### src/rtl/cpu_memory_access_pkg.sv
// Shared constants, state encoding and lane helpers for the memory-access stage.
package cpu_memory_access_pkg;

  localparam int TAG_SIZE = 4;

  localparam logic [2:0] MEM_WIDTH_B = 3'd1;
  localparam logic [2:0] MEM_WIDTH_H = 3'd2;
  localparam logic [2:0] MEM_WIDTH_W = 3'd4;

  typedef enum logic [1:0] {
    MEM_IDLE = 2'd0,
    MEM_REQ1 = 2'd1,
    MEM_REQ2 = 2'd2,
    MEM_DONE = 2'd3
  } mem_state_t;

  // Any width code other than byte/half is handled as a full word.
  function automatic logic [2:0] norm_width(input logic [2:0] width);
    case (width)
      MEM_WIDTH_B: return MEM_WIDTH_B;
      MEM_WIDTH_H: return MEM_WIDTH_H;
      default:     return MEM_WIDTH_W;
    endcase
  endfunction

  // Byte enables across two consecutive words; bits [7:4] belong to the next word.
  function automatic logic [7:0] lane_mask(input logic [2:0] width, input logic [1:0] offset);
    logic [7:0] base;
    case (width)
      MEM_WIDTH_B: base = 8'h01;
      MEM_WIDTH_H: base = 8'h03;
      default:     base = 8'h0F;
    endcase
    return base << offset;
  endfunction

endpackage

### src/rtl/cpu_memory_access_load_align.sv
// Load data alignment: merges a split access, shifts the addressed bytes down,
// masks to the access width and sign- or zero-extends.
module cpu_load_align
  import cpu_memory_access_pkg::*;
(
  input  logic        i_split,
  input  logic [1:0]  i_offset,
  input  logic [2:0]  i_width,
  input  logic        i_signed,
  input  logic [31:0] i_rdata_first,
  input  logic [31:0] i_rdata_now,
  output logic [31:0] o_data
);

  logic [63:0] w_merged;
  logic [31:0] w_shifted;

  always_comb begin
    w_merged  = i_split ? {i_rdata_now, i_rdata_first} : {32'b0, i_rdata_now};
    w_shifted = 32'(w_merged >> {i_offset, 3'b000});
    case (i_width)
      MEM_WIDTH_B: o_data = {{24{i_signed & w_shifted[7]}}, w_shifted[7:0]};
      MEM_WIDTH_H: o_data = {{16{i_signed & w_shifted[15]}}, w_shifted[15:0]};
      default:     o_data = w_shifted;
    endcase
  end

endmodule

### src/rtl/cpu_memory_access.sv
// Memory-access pipeline stage: bus loads/stores, ALU passthrough, optional timeout.
// Build option CPU_MEM_MISALIGNED_EN splits word-crossing accesses instead of faulting them.
//   state    | meaning
//   MEM_IDLE | waiting for new work; ALU results retire here in one edge
//   MEM_REQ1 | bus request for the first (or only) word
//   MEM_REQ2 | bus request for the following word of a split access
//   MEM_DONE | result/fault handed to writeback once i_stall is low
module cpu_memory_access
  import cpu_memory_access_pkg::*;
#(
  parameter int TAG_W   = TAG_SIZE,
  parameter int TIMEOUT = 0
) (
  input  logic             i_clock,
  input  logic             i_reset,
  input  logic             i_stall,
  input  logic [TAG_W-1:0] i_tag,
  input  logic [4:0]       i_inst_rd,
  input  logic [31:0]      i_rd,
  input  logic             i_mem_read,
  input  logic             i_mem_write,
  input  logic [2:0]       i_mem_width,
  input  logic             i_mem_signed,
  input  logic [31:0]      i_mem_address,
  output logic             o_bus_request,
  output logic             o_bus_rw,
  output logic [31:0]      o_bus_address,
  output logic [31:0]      o_bus_wdata,
  output logic [3:0]       o_bus_be,
  input  logic             i_bus_ready,
  input  logic [31:0]      i_bus_rdata,
  output logic [TAG_W-1:0] o_tag,
  output logic [4:0]       o_inst_rd,
  output logic [31:0]      o_rd,
  output logic             o_fault,
  output logic             o_stall
);

  localparam int TMR_W = 16;
  localparam logic [TMR_W-1:0] TMR_LOAD = (TIMEOUT > 0) ? TMR_W'(TIMEOUT - 1) : '0;

  mem_state_t r_state, w_state_next;

  logic [TAG_W-1:0] r_tag_in;
  logic [4:0]       r_inst_rd;
  logic [31:0]      r_rd_in;
  logic [31:0]      r_addr;
  logic [31:0]      r_rdata_first;
  logic [31:0]      r_result;
  logic [2:0]       r_width;
  logic             r_write;
  logic             r_signed;
  logic             r_fault;
  logic [TMR_W-1:0] r_timer;

  logic        w_accept;
  logic        w_in_mem;
  logic        w_misalign_fault;
  logic        w_in_req;
  logic        w_timeout;
  logic        w_split;
  logic [7:0]  w_lanes;
  logic [63:0] w_wide_wdata;
  logic [31:0] w_word_addr;
  logic [31:0] w_load_data;

  assign w_accept = !i_stall && (i_tag != o_tag) && (r_state == MEM_IDLE);
  assign w_in_mem = i_mem_read | i_mem_write;
  assign o_stall  = (i_tag != o_tag) && (r_state != MEM_IDLE);

`ifdef CPU_MEM_MISALIGNED_EN
  assign w_misalign_fault = 1'b0;
`else
  logic [7:0] w_in_lanes;
  assign w_in_lanes       = lane_mask(norm_width(i_mem_width), i_mem_address[1:0]);
  assign w_misalign_fault = |w_in_lanes[7:4];
`endif

  assign w_lanes      = lane_mask(r_width, r_addr[1:0]);
  assign w_split      = |w_lanes[7:4];
  assign w_wide_wdata = {32'b0, r_rd_in} << {r_addr[1:0], 3'b000};
  assign w_word_addr  = {r_addr[31:2], 2'b00};
  assign w_in_req     = (r_state == MEM_REQ1) || (r_state == MEM_REQ2);
  assign w_timeout    = (TIMEOUT != 0) && w_in_req && !i_bus_ready && (r_timer == '0);

  cpu_load_align u_load_align (
    .i_split       (w_split),
    .i_offset      (r_addr[1:0]),
    .i_width       (r_width),
    .i_signed      (r_signed),
    .i_rdata_first (r_rdata_first),
    .i_rdata_now   (i_bus_rdata),
    .o_data        (w_load_data)
  );

  always_ff @(posedge i_clock) begin
    if (i_reset) r_state <= MEM_IDLE;
    else         r_state <= w_state_next;
  end

  always_comb begin
    w_state_next = r_state;
    case (r_state)
      MEM_IDLE: if (w_accept && w_in_mem) w_state_next = w_misalign_fault ? MEM_DONE : MEM_REQ1;
      MEM_REQ1: begin
        if (i_bus_ready)    w_state_next = w_split ? MEM_REQ2 : MEM_DONE;
        else if (w_timeout) w_state_next = MEM_DONE;
      end
      MEM_REQ2: if (i_bus_ready || w_timeout) w_state_next = MEM_DONE;
      MEM_DONE: if (!i_stall) w_state_next = MEM_IDLE;
      default:  w_state_next = MEM_IDLE;
    endcase
  end

  always_comb begin
    o_bus_request = 1'b0;
    o_bus_rw      = 1'b0;
    o_bus_address = '0;
    o_bus_wdata   = '0;
    o_bus_be      = '0;
    if (w_in_req) begin
      o_bus_request = 1'b1;
      o_bus_rw      = r_write;
      if (r_state == MEM_REQ2) begin
        o_bus_address = w_word_addr + 32'd4;
        o_bus_wdata   = r_write ? w_wide_wdata[63:32] : 32'b0;
        o_bus_be      = w_lanes[7:4];
      end else begin
        o_bus_address = w_word_addr;
        o_bus_wdata   = r_write ? w_wide_wdata[31:0] : 32'b0;
        o_bus_be      = w_lanes[3:0];
      end
    end
  end

  always_ff @(posedge i_clock) begin
    if (i_reset) begin
      r_tag_in      <= '0;
      r_inst_rd     <= '0;
      r_rd_in       <= '0;
      r_addr        <= '0;
      r_rdata_first <= '0;
      r_result      <= '0;
      r_width       <= '0;
      r_write       <= 1'b0;
      r_signed      <= 1'b0;
      r_fault       <= 1'b0;
      r_timer       <= '0;
      o_tag         <= '0;
      o_inst_rd     <= '0;
      o_rd          <= '0;
      o_fault       <= 1'b0;
    end else begin
      case (r_state)
        MEM_IDLE: begin
          if (w_accept) begin
            r_tag_in  <= i_tag;
            r_inst_rd <= i_inst_rd;
            r_rd_in   <= i_rd;
            r_addr    <= i_mem_address;
            r_write   <= i_mem_write;
            r_signed  <= i_mem_signed;
            r_width   <= norm_width(i_mem_width);
            r_timer   <= TMR_LOAD;
            r_result  <= '0;
            r_fault   <= w_misalign_fault;
            if (!w_in_mem) begin
              o_rd      <= i_rd;
              o_inst_rd <= i_inst_rd;
              o_fault   <= 1'b0;
              o_tag     <= i_tag;
            end
          end
        end
        MEM_REQ1, MEM_REQ2: begin
          if (i_bus_ready) begin
            // First half of a split access: keep its data and restart the timer for the second.
            if ((r_state == MEM_REQ1) && w_split) begin
              r_rdata_first <= i_bus_rdata;
              r_timer       <= TMR_LOAD;
            end else begin
              r_result <= r_write ? r_rd_in : w_load_data;
              r_fault  <= 1'b0;
            end
          end else if (w_timeout) begin
            r_result <= '0;
            r_fault  <= 1'b1;
          end else if (r_timer != '0) begin
            r_timer <= r_timer - 1'b1;
          end
        end
        MEM_DONE: begin
          if (!i_stall) begin
            o_rd      <= r_result;
            o_fault   <= r_fault;
            o_inst_rd <= r_inst_rd;
            o_tag     <= r_tag_in;
          end
        end
        default: ;
      endcase
    end
  end

endmodule
### config.mk
export PLATFORM = sky130hd
export DESIGN_NAME = cpu_memory_access
export DESIGN_NICKNAME = d
export VERILOG_FILES = /design/src/rtl/cpu_memory_access_pkg.sv /design/src/rtl/cpu_memory_access_load_align.sv /design/src/rtl/cpu_memory_access.sv
export SDC_FILE = /design/constraint.sdc
export NUM_CORES = 1
export LEC_CHECK = 0
export CORE_MARGIN = 2
export CORE_UTILIZATION = 30
export DETAILED_ROUTE_END_ITERATION = 8
export HOLD_SLACK_MARGIN = 0.02
export RECOVER_POWER = 25
export SLEW_MARGIN = 15
export SYNTH_ARGS = -nofsm -noshare
export SYNTH_HDL_FRONTEND = slang
export SYNTH_SLANG_ARGS = --single-unit
### constraint.sdc
create_clock -name i_clock -period 2.1 [get_ports i_clock]
set_input_delay 0.315 -clock i_clock [delete_from_list [all_inputs] [get_ports i_clock]]
set_output_delay 0.315 -clock i_clock [all_outputs]
set_load 0.05 [all_outputs]
==> impl_metrics.json <==
{
  "endpoint_kind": "output pin",
  "grt_max_degree": 87,
  "max_slew_margin_pct": 47.0,
  "layout_commonest_cell": "nand2_1",
  "antenna_found_initial": 1,
  "dr.pass1.iters": 7,
  "grt_overflow": 0,
  "numClockSinks": 179,
  "total_power_uw": 21000,
  "routabilityCongestion": 0.949,
  "io_buffers": 225,
  "cp_max_fo": 4,
  "start_kind": "flop",
  "rsz0062_at_grt": "yes",
  "start_util_pct": 30.4,
  "ctsHtreeMaxLevel": 4,
  "cts_tree": "yes",
  "hold_depth": 2,
  "worst_pin_slew_ns": 0.795,
  "cts_max_path_buffers": 2,
  "final_layout_size_suffix_gt1_share_pct": 42.2,
  "via_per_inst": 5.51,
  "ys_seq_elements": 179,
  "skew_ns": 0.0131,
  "drc_errors": 0,
  "hold_class": "in -> reg",
  "reg2reg_setup_slack_ns": -0.40,
  "critPathArrivalTime_ns": 2.27,
  "num_rows": 68,
  "dieArea_sq_mm": 0.0364,
  "drtIter0Drc": 1021,
  "vias": 12304,
  "whs_ns": 0.242,
  "p_int_uw": 11900,
  "grtUsageTotal_pct": 25.6,
  "switching_power_uw": 9110,
  "report.final.hold_viol_count": 0,
  "cp_data_required_time_ns": 1.78,
  "die_h_um": 191,
  "grt_pass1_wl_mm": 71.0,
  "pwr-share-clk_pct": 15.1,
  "status": "finished with violations",
  "nFillCells": 2905,
  "final_cell_mix": "nand2_1, dfxtp_1, clkdlybuf4s50_1",
  "cts-root-buf": "clkbuf_16",
  "pwr-share-comb_pct": 62.9,
  "clk_pin_slew_ns": 0.07,
  "setup_viol": 115,
  "ios": 228,
  "period_share_pct": 123,
  "slew_violations": 0,
  "synth_edf_count": 0,
  "failed_checks": "negative setup slack",
  "avgRoutedWirePerCell_um": 22.3,
  "fin_nets": 1886,
  "worst-setup-path-type": "reg -> out",
  "grt_pass1_vias": 11995,
  "synth_area_sq_mm": 0.0105,
  "cts_buffers": 17,
  "syn_to_final_growth_pct": 84.2,
  "power_frac_seq_pct": 22.1,
  "syn_avg_cell_area_sq_um": 7.68,
  "ff2ff_path_depth": 11,
  "yosys_warnings": 0,
  "dp.final_hpwl_mm": 31.6,
  "timing.final.ws_setup_ns": -0.485,
  "p_leak_uw": 0.00695,
  "ys_seq_area_share_pct": 34.2,
  "irDropWorstVdd_v": 0.000772,
  "core_area_sq_mm": 0.0345,
  "maxCapViolations": 0,
  "clk_latency_ns": 0.45,
  "ant_nets": 0,
  "async_reset_ff_share_pct": 0,
  "holdBufCountCts": 0,
  "synthFlopType": "dfxtp_1",
  "netSwitchingFraction_pct": 43.4,
  "powerDensity_mw_per_mm2": 1090,
  "ys_types": 69,
  "wl_mm": 49.8,
  "netlist_instances": 1364,
  "final.min_clock_period_ns": 2.58,
  "die_w_um": 191,
  "fmax_mhz": 387
}
[power groups by stage]
stage / clock network [uW] / registers [uW] / logic, uW
2_1_floorplan: 0 / 4770 / 4990
3_3_place_gp: 0 / 4590 / 8890
3_5_place_dp: 0 / 4600 / 9000
4_1_cts: 3220 / 4560 / 11900
5_1_grt: 3350 / 4680 / 13700
6_report: 3160 / 4630 / 13200
[per-stage QoR]
stage | worst slack (ns) | utilization (%) | instances | area (sq um) | TNS [ns]
after global routing | -0.610 | 56.0 | 2231 | 19300 | -39.11
after global placement | -0.418 | 44.7 | 2099 | 15400 | -41.61
after CTS | -0.508 | 52.5 | 2196 | 18100 | -24.29
after floorplan | -0.0804 | - | 1365 | 11000 | -0.987
after detailed placement | -0.532 | 44.7 | 2099 | 15400 | -49.39
final | -0.485 | 56.0 | 2232 | 19300 | -27.18
[registers in the layout (all words and copies together) (netlist names), 4 cells and up]
signal,count
r_rdata_first,24
r_rd_in,32
r_result,32
r_addr,32
r_tag_in,4
r_inst_rd,5
o_rd,32
o_tag,4
o_inst_rd,5
[logic make-up (layout without fill, tap and decap cells)]
group | Yosys count | in the layout | share of synthesized area [%]
buffers and inverters | 121 | 531 | 4.96
multiplexers | 108 | 108 | 10.7
other | 1 | 3 | 0.0358
AND/OR/NAND/NOR | 548 | 548 | 23.0
adder cells (fa/ha/maj) | 7 | 7 | 0.836
XOR/XNOR | 31 | 31 | 2.59
flip-flops | 179 | 179 | 34.2
AO/OA/AOI/OAI | 369 | 370 | 23.7
[timing repair]
item / CTS / global route
setup endpoints to repair: 125 / 166
cloned: 18 / 13
resized for setup: 316 / 207
buffers inserted: 61 / 39
pin swaps: 142 / 156
[layout make-up]
class                           instances  area (sq um)  share of cell area (%)
Inverter                                9          51.3                   0.266
Clock buffer                           18           429                    2.22
Timing Repair Buffer                  491          6100                    31.6
Multi-Input combinational cell       1066          8400                    43.5
Sequential cell                       179          3620                    18.8
Antenna cell                            1          2.50                  0.0130
Clock inverter                         13           128                   0.661
Tap cell                              455           569                    2.95
[path summary, 6_finish.rpt]
kind                              startpoint                end
worst max-delay path               r_addr[6]  o_bus_address[31]
worst min-delay path                 i_reset  r_rdata_first[15]
worst min register to register  r_inst_rd[0]       r_inst_rd[0]
worst max register to register     r_addr[0]        r_result[5]
[synth_stat cells, types with 9 or more instances]
master | number | share of area (%)
clkbuf_1 | 87 | 3.1
nor2_1 | 138 | 4.9
a211oi_1 | 59 | 4.2
a211o_1 | 14 | 1.2
xnor2_1 | 23 | 1.9
mux2i_1 | 78 | 7.5
a22o_1 | 14 | 1.2
nand2_1 | 268 | 9.6
nor3_1 | 16 | 0.76
a21oi_1 | 138 | 6.6
nand3_1 | 31 | 1.5
a21o_1 | 12 | 0.86
nand2b_1 | 17 | 1.0
and2_1 | 30 | 1.8
o21ai_0 | 38 | 1.8
and3_1 | 10 | 0.60
a31oi_1 | 12 | 0.72
buf_2 | 13 | 0.62
o211ai_1 | 16 | 1.1
mux2_2 | 30 | 3.2
dfxtp_1 | 179 | 34
inv_1 | 9 | 0.32
[per-layer routing]
| layer | GRT usage [%] | vias to the layer above | part of all wire, % |
|---|---|---|---|
| li1 | - | 5615 | - |
| met1 | 30.8 | 6009 | 40 |
| met2 | 43.0 | 535 | 48 |
| met3 | 5.32 | 145 | 7.0 |
| met4 | 12.9 | 0 | 5.0 |
| met5 | 0 | - | 0 |
[worst max-delay path, stage by stage, from the launching register on]
cell,delay [ns]
dfxtp_2,0.33
and4_1,0.22
nand4_1,0.15
or2_4,0.32
nor3_2,0.10
buf_4,0.15
nand4_1,0.12
xnor2_1,0.15
and2_4,0.17
buf_12,0.13
(Power assumes the default switching activity.)
